$ cat src/rtl/memory_arbiter_if.sv
// Bus bundle between the two requesters (fetch, load/store), the arbiter and the BRAM.
// The slave view belongs to the arbiter; the master view to whoever drives requests and models memory.
interface memory_arbiter_if;
  logic        if_req;
  logic [31:0] if_addr;
  logic        if_gnt;
  logic        if_rvalid;
  logic [31:0] if_rdata;
  logic        if_err;

  logic        d_req;
  logic        d_we;
  logic [31:0] d_addr;
  logic [31:0] d_wdata;
  logic [3:0]  d_strb;
  logic        d_gnt;
  logic        d_rvalid;
  logic [31:0] d_rdata;
  logic        d_err;

  logic        mem_r_en;
  logic [31:0] mem_r_addr;
  logic [31:0] mem_r_data;
  logic        mem_w_en;
  logic [31:0] mem_w_addr;
  logic [31:0] mem_w_data;
  logic [3:0]  mem_w_strb;

  modport slave (
    input  if_req, if_addr,
    output if_gnt, if_rvalid, if_rdata, if_err,
    input  d_req, d_we, d_addr, d_wdata, d_strb,
    output d_gnt, d_rvalid, d_rdata, d_err,
    output mem_r_en, mem_r_addr,
    input  mem_r_data,
    output mem_w_en, mem_w_addr, mem_w_data, mem_w_strb
  );

  modport master (
    output if_req, if_addr,
    input  if_gnt, if_rvalid, if_rdata, if_err,
    output d_req, d_we, d_addr, d_wdata, d_strb,
    input  d_gnt, d_rvalid, d_rdata, d_err,
    input  mem_r_en, mem_r_addr,
    output mem_r_data,
    input  mem_w_en, mem_w_addr, mem_w_data, mem_w_strb
  );
endinterface

$ cat src/rtl/memory_arbiter.sv
// Round-robin arbiter sharing one single-port BRAM between instruction fetch and load/store.
// Bad (misaligned / out-of-range) accesses are answered with an error and never reach memory.
module memory_arbiter_checker (
  input logic clk,
  input logic rst_n,
  input logic if_gnt,
  input logic d_gnt,
  input logic mem_r_en,
  input logic mem_w_en,
  input logic if_rvalid,
  input logic d_rvalid
);
  a_one_grant: assert property (@(posedge clk) disable iff (!rst_n) !(if_gnt && d_gnt));
  a_one_mem_op: assert property (@(posedge clk) disable iff (!rst_n) !(mem_r_en && mem_w_en));
  a_one_response: assert property (@(posedge clk) disable iff (!rst_n) !(if_rvalid && d_rvalid));
endmodule

module memory_arbiter #(
  parameter int unsigned MEMORY_SIZE_WORDS = 32'd1024
) (
  input  logic clk,
  input  logic rst_n,
  input  logic clk_enable,
  output logic mem_clk_enable,
  memory_arbiter_if.slave bus
);

  typedef enum logic {
    PRIO_DATA  = 1'b0,
    PRIO_FETCH = 1'b1
  } prio_e;

  prio_e       prio_r;
  prio_e       prio_nxt_s;
  logic        gnt_if_s;
  logic        gnt_d_s;
  logic        err_if_s;
  logic        err_d_s;

  logic        mem_r_en_s;
  logic [31:0] mem_r_addr_s;
  logic        mem_w_en_s;
  logic [31:0] mem_w_addr_s;
  logic [31:0] mem_w_data_s;
  logic [3:0]  mem_w_strb_s;

  logic        if_rvalid_r;
  logic        if_err_r;
  logic        d_rvalid_r;
  logic        d_err_r;
  logic        d_read_r;

  function automatic logic access_err(input logic [31:0] addr);
    logic [31:0] word_idx;
    word_idx   = {2'b00, addr[31:2]};
    access_err = (addr[1:0] != 2'b00) || (word_idx >= MEMORY_SIZE_WORDS);
  endfunction

  assign err_if_s = access_err(bus.if_addr);
  assign err_d_s  = access_err(bus.d_addr);

  // Grant selection and next priority; the side just served always yields priority.
  always_comb begin
    gnt_if_s   = 1'b0;
    gnt_d_s    = 1'b0;
    prio_nxt_s = prio_r;
    if (clk_enable) begin
      case ({bus.if_req, bus.d_req})
        2'b10: begin
          gnt_if_s   = 1'b1;
          prio_nxt_s = PRIO_DATA;
        end
        2'b01: begin
          gnt_d_s    = 1'b1;
          prio_nxt_s = PRIO_FETCH;
        end
        2'b11: begin
          if (prio_r == PRIO_DATA) begin
            gnt_d_s    = 1'b1;
            prio_nxt_s = PRIO_FETCH;
          end else begin
            gnt_if_s   = 1'b1;
            prio_nxt_s = PRIO_DATA;
          end
        end
        default: begin
          prio_nxt_s = prio_r;
        end
      endcase
    end else begin
      prio_nxt_s = prio_r;
    end
  end

  // Memory command for the granted, error-free access; idle bus is all zeros.
  always_comb begin
    mem_r_en_s   = 1'b0;
    mem_r_addr_s = 32'h0000_0000;
    mem_w_en_s   = 1'b0;
    mem_w_addr_s = 32'h0000_0000;
    mem_w_data_s = 32'h0000_0000;
    mem_w_strb_s = 4'b0000;
    if (gnt_if_s && !err_if_s) begin
      mem_r_en_s   = 1'b1;
      mem_r_addr_s = bus.if_addr;
    end else if (gnt_d_s && !err_d_s) begin
      if (bus.d_we) begin
        mem_w_en_s   = 1'b1;
        mem_w_addr_s = bus.d_addr;
        mem_w_data_s = bus.d_wdata;
        mem_w_strb_s = bus.d_strb;
      end else begin
        mem_r_en_s   = 1'b1;
        mem_r_addr_s = bus.d_addr;
      end
    end else begin
      mem_r_en_s = 1'b0;
      mem_w_en_s = 1'b0;
    end
  end

  // Priority and response tracking; everything freezes while clk_enable is low.
  always_ff @(posedge clk or negedge rst_n) begin
    if (!rst_n) begin
      prio_r      <= PRIO_DATA;
      if_rvalid_r <= 1'b0;
      if_err_r    <= 1'b0;
      d_rvalid_r  <= 1'b0;
      d_err_r     <= 1'b0;
      d_read_r    <= 1'b0;
    end else if (clk_enable) begin
      prio_r      <= prio_nxt_s;
      if_rvalid_r <= gnt_if_s;
      if_err_r    <= gnt_if_s & err_if_s;
      d_rvalid_r  <= gnt_d_s;
      d_err_r     <= gnt_d_s & err_d_s;
      d_read_r    <= gnt_d_s & ~bus.d_we;
    end
  end

  assign bus.if_gnt     = gnt_if_s;
  assign bus.d_gnt      = gnt_d_s;
  assign bus.mem_r_en   = mem_r_en_s;
  assign bus.mem_r_addr = mem_r_addr_s;
  assign bus.mem_w_en   = mem_w_en_s;
  assign bus.mem_w_addr = mem_w_addr_s;
  assign bus.mem_w_data = mem_w_data_s;
  assign bus.mem_w_strb = mem_w_strb_s;
  assign mem_clk_enable = clk_enable;

  // Read data comes straight from the BRAM output register, which holds with clk_enable.
  assign bus.if_rvalid = if_rvalid_r;
  assign bus.if_err    = if_err_r;
  assign bus.if_rdata  = (if_rvalid_r && !if_err_r) ? bus.mem_r_data : 32'h0000_0000;
  assign bus.d_rvalid  = d_rvalid_r;
  assign bus.d_err     = d_err_r;
  assign bus.d_rdata   = (d_rvalid_r && !d_err_r && d_read_r) ? bus.mem_r_data : 32'h0000_0000;

  memory_arbiter_checker u_checker (
    .clk       (clk),
    .rst_n     (rst_n),
    .if_gnt    (gnt_if_s),
    .d_gnt     (gnt_d_s),
    .mem_r_en  (mem_r_en_s),
    .mem_w_en  (mem_w_en_s),
    .if_rvalid (if_rvalid_r),
    .d_rvalid  (d_rvalid_r)
  );

endmodule
$ cat src/flat_wrapper.sv
// flat-port wrapper written by rule: the top's interface ports become plain ports
module memory_arbiter_flat 
#(
  parameter int unsigned MEMORY_SIZE_WORDS = 32'd1024
)
  (clk, rst_n, clk_enable, mem_clk_enable, bus_if_req, bus_if_addr, bus_if_gnt, bus_if_rvalid, bus_if_rdata, bus_if_err, bus_d_req, bus_d_we, bus_d_addr, bus_d_wdata, bus_d_strb, bus_d_gnt, bus_d_rvalid, bus_d_rdata, bus_d_err, bus_mem_r_en, bus_mem_r_addr, bus_mem_r_data, bus_mem_w_en, bus_mem_w_addr, bus_mem_w_data, bus_mem_w_strb);
  memory_arbiter_if bus_i ();
  input  logic clk;
  input  logic rst_n;
  input  logic clk_enable;
  output logic mem_clk_enable;
  input wire logic [$bits(bus_i.if_req)-1:0] bus_if_req;
  input wire logic [$bits(bus_i.if_addr)-1:0] bus_if_addr;
  output wire logic [$bits(bus_i.if_gnt)-1:0] bus_if_gnt;
  output wire logic [$bits(bus_i.if_rvalid)-1:0] bus_if_rvalid;
  output wire logic [$bits(bus_i.if_rdata)-1:0] bus_if_rdata;
  output wire logic [$bits(bus_i.if_err)-1:0] bus_if_err;
  input wire logic [$bits(bus_i.d_req)-1:0] bus_d_req;
  input wire logic [$bits(bus_i.d_we)-1:0] bus_d_we;
  input wire logic [$bits(bus_i.d_addr)-1:0] bus_d_addr;
  input wire logic [$bits(bus_i.d_wdata)-1:0] bus_d_wdata;
  input wire logic [$bits(bus_i.d_strb)-1:0] bus_d_strb;
  output wire logic [$bits(bus_i.d_gnt)-1:0] bus_d_gnt;
  output wire logic [$bits(bus_i.d_rvalid)-1:0] bus_d_rvalid;
  output wire logic [$bits(bus_i.d_rdata)-1:0] bus_d_rdata;
  output wire logic [$bits(bus_i.d_err)-1:0] bus_d_err;
  output wire logic [$bits(bus_i.mem_r_en)-1:0] bus_mem_r_en;
  output wire logic [$bits(bus_i.mem_r_addr)-1:0] bus_mem_r_addr;
  input wire logic [$bits(bus_i.mem_r_data)-1:0] bus_mem_r_data;
  output wire logic [$bits(bus_i.mem_w_en)-1:0] bus_mem_w_en;
  output wire logic [$bits(bus_i.mem_w_addr)-1:0] bus_mem_w_addr;
  output wire logic [$bits(bus_i.mem_w_data)-1:0] bus_mem_w_data;
  output wire logic [$bits(bus_i.mem_w_strb)-1:0] bus_mem_w_strb;
  assign bus_i.if_req = bus_if_req;
  assign bus_i.if_addr = bus_if_addr;
  assign bus_if_gnt = bus_i.if_gnt;
  assign bus_if_rvalid = bus_i.if_rvalid;
  assign bus_if_rdata = bus_i.if_rdata;
  assign bus_if_err = bus_i.if_err;
  assign bus_i.d_req = bus_d_req;
  assign bus_i.d_we = bus_d_we;
  assign bus_i.d_addr = bus_d_addr;
  assign bus_i.d_wdata = bus_d_wdata;
  assign bus_i.d_strb = bus_d_strb;
  assign bus_d_gnt = bus_i.d_gnt;
  assign bus_d_rvalid = bus_i.d_rvalid;
  assign bus_d_rdata = bus_i.d_rdata;
  assign bus_d_err = bus_i.d_err;
  assign bus_mem_r_en = bus_i.mem_r_en;
  assign bus_mem_r_addr = bus_i.mem_r_addr;
  assign bus_i.mem_r_data = bus_mem_r_data;
  assign bus_mem_w_en = bus_i.mem_w_en;
  assign bus_mem_w_addr = bus_i.mem_w_addr;
  assign bus_mem_w_data = bus_i.mem_w_data;
  assign bus_mem_w_strb = bus_i.mem_w_strb;
  memory_arbiter #(.MEMORY_SIZE_WORDS(MEMORY_SIZE_WORDS)) u_core (.clk(clk), .rst_n(rst_n), .clk_enable(clk_enable), .mem_clk_enable(mem_clk_enable), .bus(bus_i));
endmodule
$ cat config.mk
export PLATFORM = sky130hd
export DESIGN_NAME = memory_arbiter_flat
export DESIGN_NICKNAME = d
export VERILOG_FILES = /design/src/rtl/memory_arbiter_if.sv /design/src/rtl/memory_arbiter.sv /design/src/flat_wrapper.sv
export SDC_FILE = /design/constraint.sdc
export NUM_CORES = 1
export LEC_CHECK = 0
export ABC_AREA = 0
export CAP_MARGIN = 20
export CORE_AREA = 10 10 111 113
export DETAILED_ROUTE_END_ITERATION = 16
export DIE_AREA = 0 0 121 123
export PLACE_DENSITY = 0.7
export SLEW_MARGIN = 10
export SYNTH_ARGS = -nofsm -noshare
export SYNTH_HDL_FRONTEND = slang
export SYNTH_SLANG_ARGS = --single-unit
$ cat constraint.sdc
create_clock -name clk -period 1.6 [get_ports clk]
set_input_delay 0.24 -clock clk [delete_from_list [all_inputs] [get_ports clk]]
set_output_delay 0.24 -clock clk [all_outputs]
set_load 0.02 [all_outputs]
Word level (Yosys, flattened, before mapping)
Cells that the tools add are included.

storage, ports and cells
  register bits = 6
  input bits = 138
  output and inout bits = 173

operators by class
  bitwise logic cells = 4
  eq/ne operators = 3
  magnitude comparators = 2
  reduce and logical (&&, ||, !) cells = 15
  mux-type cells = 27

operators by type and width
  kind                                                    number
  two-way mux 32 bit                                      11
  >= comparator 30 x 11 -> 1 bit (second input constant)  2
  two-way mux 4 bit                                       3
  two-way mux 1 bit                                       10
  logical AND 1 bit                                       5
  equality test 2 bit (second input constant)             2
  logical NOT 1 bit                                       4
  one-hot mux 1 bit (2 select lines)                      2
  nonzero test 2 bit                                      2
  bitwise AND 1 bit                                       3
  one-hot mux 1 bit (3 select lines)                      1
  nonzero test 3 bit                                      1
  equality test 2 x 1 -> 1 bit (second input constant)    1
  logical OR 1 bit                                        2
  AND reduction 2 bit                                     1
  NOT 1 bit                                               1

Logic depth before layout (Yosys ltp)
Gate-level depths: netlist of run 1.

  depth in word-level cells = 6
  mapped depth = 6

Worst setup path before layout of run 1
No wires, ideal clock.

  path kind = register to output
  from = reg u_core.prio_r
  to = out bus_mem_r_addr[10]
  path slack = -0.077 ns
  data arrival time = 1.437 ns
  stages on the path, launching flop included = 5
  cells stage by stage = dfrtp_1 inv_1 a21oi_1 clkbuf_1 a32o_1

on the way
  elaborated cells between the ends (all ways) = 10
  those cells by class = mux (8); reduce/logical (2)

RTL lines
  item                                line                   text
  from (decl)                         memory_arbiter.sv:33   prio_e prio_r;
  from (signal assigned)              memory_arbiter.sv:132  prio_r <= prio_nxt_s;
  two-way mux 1 bit                   memory_arbiter.sv:78   if (prio_r == PRIO_DATA) begin
  one-hot mux 1 bit (2 select lines)  memory_arbiter.sv:68   case ({bus.if_req, bus.d_req})
  two-way mux 1 bit                   memory_arbiter.sv:67   if (clk_enable) begin
  via bus_if_gnt                      flat_wrapper.sv:14     output wire logic [$bits(bus_i.if_gnt)-1:0] bus_if_gnt;
  logical AND 1 bit                   memory_arbiter.sv:103  if (gnt_if_s && !err_if_s) begin
  two-way mux 32 bit                  memory_arbiter.sv:103
  to (decl)                           flat_wrapper.sv:28     output wire logic [$bits(bus_i.mem_r_addr)-1:0] bus_mem_r_addr;

The timed path passes the listed nets, and every way through them passes these cells.

Worst setup path in the final report of run 1
  from = in bus_d_addr[18]
  to = out bus_mem_w_data[19]

on the way
  longest elaborated chain between the ends = 6

RTL lines
  item                            line                   text
  from (decl)                     flat_wrapper.sv:20     input wire logic [$bits(bus_i.d_addr)-1:0] bus_d_addr;
  >= comparator 30 x 11 -> 1 bit  memory_arbiter.sv:56   access_err = (addr[1:0] != 2'b00) || (word_idx >= MEMORY_SIZE_WORDS);
  logical OR 1 bit                memory_arbiter.sv:56
  logical NOT 1 bit               memory_arbiter.sv:106  end else if (gnt_d_s && !err_d_s) begin
  logical AND 1 bit               memory_arbiter.sv:106
  two-way mux 32 bit              memory_arbiter.sv:106
  two-way mux 32 bit              memory_arbiter.sv:103
  to (decl)                       flat_wrapper.sv:32     output wire logic [$bits(bus_i.mem_w_data)-1:0] bus_mem_w_data;

No other way between the ends.

==> results.cfg, run 1 <==
[run_status]
status = complete, but fails checks
violations = negative setup slack

[yosys]
synth_edf_count = 0
synth_seq_cells = 6
yosys-top-cells-area = and2_1 (43%), buf_4 (21%), dfrtp_1 (9.5%), a32o_1 (6.3%), nor4_1 (4.3%)
synth_common_cells = and2_1 (110), buf_4 (45), nor4_1 (11), a32o_1 (10), clkbuf_1 (8)
synth.most_common_cell = and2_1
async_flop_share_pct = 100
synth_cells = 225
avgSynthCellArea_um2 = 7.05
ys.flop_type = dfrtp_1
yosysSeqAreaShare_pct = 9.46
syn_area_um2 = 1590
ys.warnings.count = 0
synth.top_cell.area_share_pct = 43.4
synth.distinct_cells = 21
synth_area_leader_cell = and2_1

[setup_path]
path_cells = clkdlybuf4s15_1 -> nor4_4 -> nand2_2 -> nor4_4 -> buf_4 -> buf_6 -> buf_8 -> buf_4 -> and2_2 -> buf_6
reg2reg_depth = 7
cp_max_fo = 6
cp.required_ps = 1360
crit_type = in2out
crit_slowest_cell = nor4_4
critPathCaptureType = primary output
crit_arrival_ps = 1930
critPathMaxStageDelay_ps = 320
startpoint_type = input port

[sta]
setup_viol = 82
rsz0062_at_grt = true
period_needed_ps = 2170
hold_ws_ps = 268
fin_ws_ps = -573
setup_tns_ps = -28180
hold_violations = 0
maxSlewViolCount = 0
fmax_ghz = 0.460
skew_ps = 1.08
finalCritPeriodShare_pct = 136

[die]
die_h_um = 123
die_area_um2 = 14900
die_w_um = 121
num_rows = 37
io_pins = 311
core_um2 = 10100
initial_core_util_pct = 15.6

[cells_and_area]
final_layout_size_suffix_gt1_share_pct = 55.3
stdcell_count = 673
diodes = 0
syn2layout_area_growth_pct = 228
nets = 677

[drt]
routedWlPerCell_um = 19.9
via_per_inst = 3.98
num_vias = 2680
ant_nets = 0
drt_iter0_drc = 62
drc_errors = 0
firstDrtPassIters = 4
drt-total-wl_um = 13400

[flow_run]
max-cap-violations = 0

[global_routing]
grt_max_degree = 17
grt_antenna_before_repair = 0
grt_overflow = 0
grt_pass1_vias = 2946
globalRouteTotalUtil_pct = 15.6
grt_pass1_wl_um = 18200

[placement]
numPortBuffers = 266
dp_hpwl_um = 9780
place_inst = 633
gp_congestion = 0.782

[cts]
clkTransAtPathRegs_ps = 40
root_buffer = clkbuf_8
clk_latency_ps = 220
htreeDepth = 1
cts.path.max_buffers = 2
cts_made_buffers = 3
cts_tree = yes
cts.sinks = 6

[power_and_ir_drop]
cellPowerDensity_nw_per_um2 = 275
peakVddDrop_uv = 194
leakagePower_uw = 0.00259

[worst_hold_path]
hp-class = in2async
worst max-delay path, delay by kind of cell:
kind / cells / cell delay (ps)
buffers and inverters: 6 / 840
and+or+nand+nor: 4 / 850
where the power goes:
group	internal, uW	switching (uW)	total, uW	leakage (uW)
registers	172	13.2	185	0.0000748
logic	554	467	1020	0.00249
clock network	161	61.3	223	0.0000216
routing by layer:
metal	vias to the layer above	track usage [%]	part of all wire, %
met2	163	30.3	56
met1	1234	15.8	34
met4	0	2.19	0.51
li1	1277	-	-
met3	6	5.61	10
met5	-	0	0
sequential cells by signal (all words and copies together) (netlist names):
register	cells
u_core.bus.if_rvalid	1
u_core.bus.d_err	1
u_core.bus.if_err	1
u_core.bus.d_rvalid	1
u_core.prio_r	1
u_core.d_read_r	1
layout by cell type (no fill, tap or decap), drive strengths merged:
master	netlist	layout
dlygate4sd2	0	22
nor4	12	12
and3b	1	1
clkbuf	8	5
o2bb2ai	3	3
nor2	4	4
a32o	10	10
inv	5	5
a21oi	2	2
buf	51	190
nand3	1	1
a21o	3	3
dlymetal6s2s	0	1
nand4	2	2
clkdlybuf4s15	0	7
and2	110	110
clkdlybuf4s50	0	103
nand2	4	4
conb	1	44
dfrtp	6	6
a31oi	1	1
nor2b	1	1
layout make-up:
cell class              count  area [um^2]
flip-flops and latches      6          150
inverters                   5         18.8
multi-input cells         198         1490
clock buffers               3         41.3
repair buffers            325         3330
well taps                 136          170
fillers                   949         4940
cells by family (layout without fill, tap and decap cells):
group	after synthesis	after routing	share of synthesized area, %
AOI/OAI and AO/OA	19	19	10.4
and+or+nand+nor	135	135	52.4
buffers and inverters	64	333	27.4
other	1	44	0.236
DFF	6	6	9.46
timing repair:
| item | CTS | global route |
|---|---|---|
| gates resized for setup | 784 | 94 |
| setup endpoints to repair | 124 | 124 |
| cloned | 11 | 2 |
| hold buffers | 0 | 0 |
| buffers inserted | 29 | 8 |
| pin swaps | 36 | 56 |
metrics by stage:
step	util [%]	setup WS, ps	cell area [um^2]	power, uW
2_1_floorplan	-	-3.47	1810	594
3_3_place_gp	43.7	-1210	4430	1130
3_5_place_dp	43.7	-1260	4430	1140
4_1_cts	48.2	-604	4890	1370
5_1_grt	51.3	-670	5200	1500
6_report	51.3	-573	5200	1430
final timing paths:
kind                            slack, ps                       startpoint                              end
worst max-delay path                 -570                   bus_d_addr[18]               bus_mem_w_data[19]
min in group clk                      410                       bus_if_req        u_core.prio_r$_DFFE_PN0P_
max in group asynchronous            1110                            rst_n     u_core.bus.d_err$_DFFE_PN0P_
worst min register to register        560  u_core.bus.d_rvalid$_DFFE_PN0P_  u_core.bus.d_rvalid$_DFFE_PN0P_
worst min-delay path                  270                            rst_n  u_core.bus.d_rvalid$_DFFE_PN0P_
worst max register to register        400        u_core.prio_r$_DFFE_PN0P_    u_core.bus.if_err$_DFFE_PN0P_
Note: power is estimated with default switching activity, not from simulation.
==> run 2, diff against run 1 <==
--- a/config.mk
+++ b/config.mk
@@ -6,6 +6,7 @@
 export NUM_CORES = 1
 export LEC_CHECK = 0
 export ABC_AREA = 0
+export ABC_CLOCK_PERIOD_IN_PS = 1600
 export CAP_MARGIN = 20
 export CORE_AREA = 10 10 111 113
 export DETAILED_ROUTE_END_ITERATION = 16
==> results of run 2 <==
No change in the layout: final DEF, timing and power equal those of run 1.
==> run 3, diff against run 2 <==
--- a/config.mk
+++ b/config.mk
@@ -6,12 +6,12 @@
 export NUM_CORES = 1
 export LEC_CHECK = 0
 export ABC_AREA = 0
-export ABC_CLOCK_PERIOD_IN_PS = 1600
+export ABC_CLOCK_PERIOD_IN_PS = 2700
 export CAP_MARGIN = 20
-export CORE_AREA = 10 10 111 113
+export CORE_AREA = 10 10 112 114
 export DETAILED_ROUTE_END_ITERATION = 16
-export DIE_AREA = 0 0 121 123
-export PLACE_DENSITY = 0.7
+export DIE_AREA = 0 0 122 124
+export PLACE_DENSITY = 0.67
 export SLEW_MARGIN = 10
 export SYNTH_ARGS = -nofsm -noshare
 export SYNTH_HDL_FRONTEND = slang
==> constraint.sdc (replaced) <==
create_clock -name clk -period 2.7 [get_ports clk]
set_input_delay 0.405 -clock clk [delete_from_list [all_inputs] [get_ports clk]]
set_output_delay 0.405 -clock clk [all_outputs]
set_load 0.02 [all_outputs]
==> run 3 against run 2 <==
  * The flow now finishes without violations
  * Global-route usage fell by 3.2 points
  * Cell count shrank 5.8%
  * Flip-flop and latch count unchanged
  * Combinational power shrank 47%
  * Critical path depth decreased by 1
  * Clock-buffer cell count is the same
  * Via count is 9.4% lower
  * Wire length shrank 16%
  * Die area increased by 1.6%
  * Worst setup slack better by 720 ps
  * Critical endpoint is now bus_mem_w_data[15]
  * Largest cell class unchanged
  * Largest power group unchanged
  * Highest routed layer unchanged
==> results.cfg, run 3 (synthesis gave the netlist of run 1 again) <==
[run_status]
status = finished, final reports clean

[die]
die_h_um = 124
io_pins = 311
core_um2 = 10200
num_rows = 37
initial_core_util_pct = 15.5
die_w_um = 122
die_area_um2 = 15100

[setup_path]
crit_slowest_cell = clkdlybuf4s50_1
critPathMaxStageDelay_ps = 400
path_cells = clkdlybuf4s50_1 -> nor2_1 -> nand4_1 -> buf_4 -> nor4_4 -> buf_6 -> clkbuf_16 -> and2_1 -> buf_4
r2r-start = u_core.prio_r$_DFFE_PN0P_
critical_path.most_common_cell = buf_4
cp_max_fo = 7
critPathCaptureType = primary output
cp.required_ps = 2300
cp-startpoint = bus_d_addr[24]
crit_arrival_ps = 2150
startpoint_type = input port
crit_type = in2out

[global_routing]
grt_pass1_wl_um = 14800
busiest_layer = met2
grt_overflow = 0
grt_use_met3_pct = 4.52
gr-usage-met2_pct = 24.8
use_met1_pct = 12.3
grt_antenna_before_repair = 0
globalRouteTotalUtil_pct = 12.4
grt_pass1_vias = 2462
grt_max_degree = 33

[sta]
hold_violations = 0
fin_ws_ps = 149
maxSlewViolCount = 0
fmax_ghz = 0.392
rsz0062_at_grt = false
period_needed_ps = 2550
finalCritPeriodShare_pct = 94.5
setup_viol = 0
skew_ps = 1.21

[power_and_ir_drop]
swShare_pct = 36.1
switchingPower_uw = 282
leakagePower_uw = 0.00201
cellPowerDensity_nw_per_um2 = 181
seq_power_share_pct = 14.3
clkPwrFrac_pct = 16.6
peakVddDrop_uv = 148
p_int_uw = 499
p_comb_share_pct = 69.1

[drt]
drt_iter0_drc = 57
ant_nets = 0
drt-total-wl_um = 11300
firstDrtPassIters = 4
via_per_inst = 3.83
drc_errors = 0
num_vias = 2427
routedWlPerCell_um = 17.8

[cells_and_area]
diodes = 0
layout_commonest_cell = clkdlybuf4s50_1
finish.utilization_pct = 42.1
final_layout_size_suffix_gt1_share_pct = 18.3
stdcell_count = 634
final_cell_mix = clkdlybuf4s50_1 (196), and2_1 (108), conb_1 (44), buf_4 (38), buf_2 (22)
nets = 638
syn2layout_area_growth_pct = 172
fin_area_um2 = 4310

[placement]
dp_hpwl_um = 9970
numPortBuffers = 266
place_ws_ps = -438
gp_congestion = 0.857
place_inst = 627
placed_area_um2 = 4300

[cts]
cts.path.max_buffers = 2
cts.sinks = 6
cts_made_buffers = 3
clkTransAtPathRegs_ps = 40
cts_tree = yes
root_buffer = clkbuf_8
clk_latency_ps = 220
htreeDepth = 1

[flow_run]
max-cap-violations = 0

[worst_hold_path]
hp-class = in2async
==> run 3: cell count changes in the layout (fill, tap and decap cells not counted), sizes merged <==
| cell | previous run | this run |
|---|---|---|
| buf | 190 | 67 |
| clkdlybuf4s50 | 103 | 196 |
| clkbuf | 5 | 10 |
| dlygate4sd2 | 22 | 0 |
| dlymetal6s2s | 1 | 12 |
| clkdlybuf4s15 | 7 | 4 |
==> run 3: worst paths after layout <==
check	cells after the start	slack (ps)	to
max	9	150	bus_mem_w_data[15]
min	1	440	u_core.bus.if_rvalid$_DFFE_PN0P_
max reg2reg	5	1550	u_core.bus.d_rvalid$_DFFE_PN0P_
min reg2reg	1	480	u_core.d_read_r$_DFFE_PN0P_
max in group asynchronous	1	2040	u_core.d_read_r$_DFFE_PN0P_
min in group clk	1	480	u_core.d_read_r$_DFFE_PN0P_
==> run 3: routing by layer <==
metal | part of all wire, % | wire length, um
met5 | 0 | 0
met2 | 55 | 6230
met1 | 34 | 3830
met3 | 11 | 1190
met4 | 0.27 | 31
==> run 3: power by group through the flow <==
stage               clock network [uW]  logic, uW  registers, uW
floorplan                            0        232            119
global placement                     0        532            111
detailed placement                   0        537            112
CTS                                134        540            111
global route                       144        573            113
finish                             129        540            111
==> run 3: worst max-delay path, delay by kind of cell <==
family / cells / cell delay, ps
AND/OR/NAND/NOR: 4 / 660
buffers and inverters: 5 / 1080
==> run 3: what timing repair did <==
action,CTS,global route
cloned,0,3
buffers inserted,0,2
endpoints found under the hold margin,0,0
pin swaps,0,7
hold buffers,0,0
setup endpoints to repair,58,58
resized for setup,184,98
==> run 3: through the flow <==
step | setup TNS (ps) | hold WS, ps | total power, uW
finish | 0 | 437 | 780
global route | 0 | 455 | 830
floorplan | 0 | 109 | 351
CTS | -2400 | 443 | 786
global placement | -19780 | 467 | 643
detailed placement | -22680 | 478 | 649
==> run 3: cell type report <==
class | count | area, um^2
Inverter | 5 | 18.8
Timing Repair Buffer | 286 | 2710
Clock buffer | 3 | 41.3
Multi-Input combinational cell | 198 | 1220
Fill cell | 1040 | 5920
Sequential cell | 6 | 150
Tap cell | 136 | 170
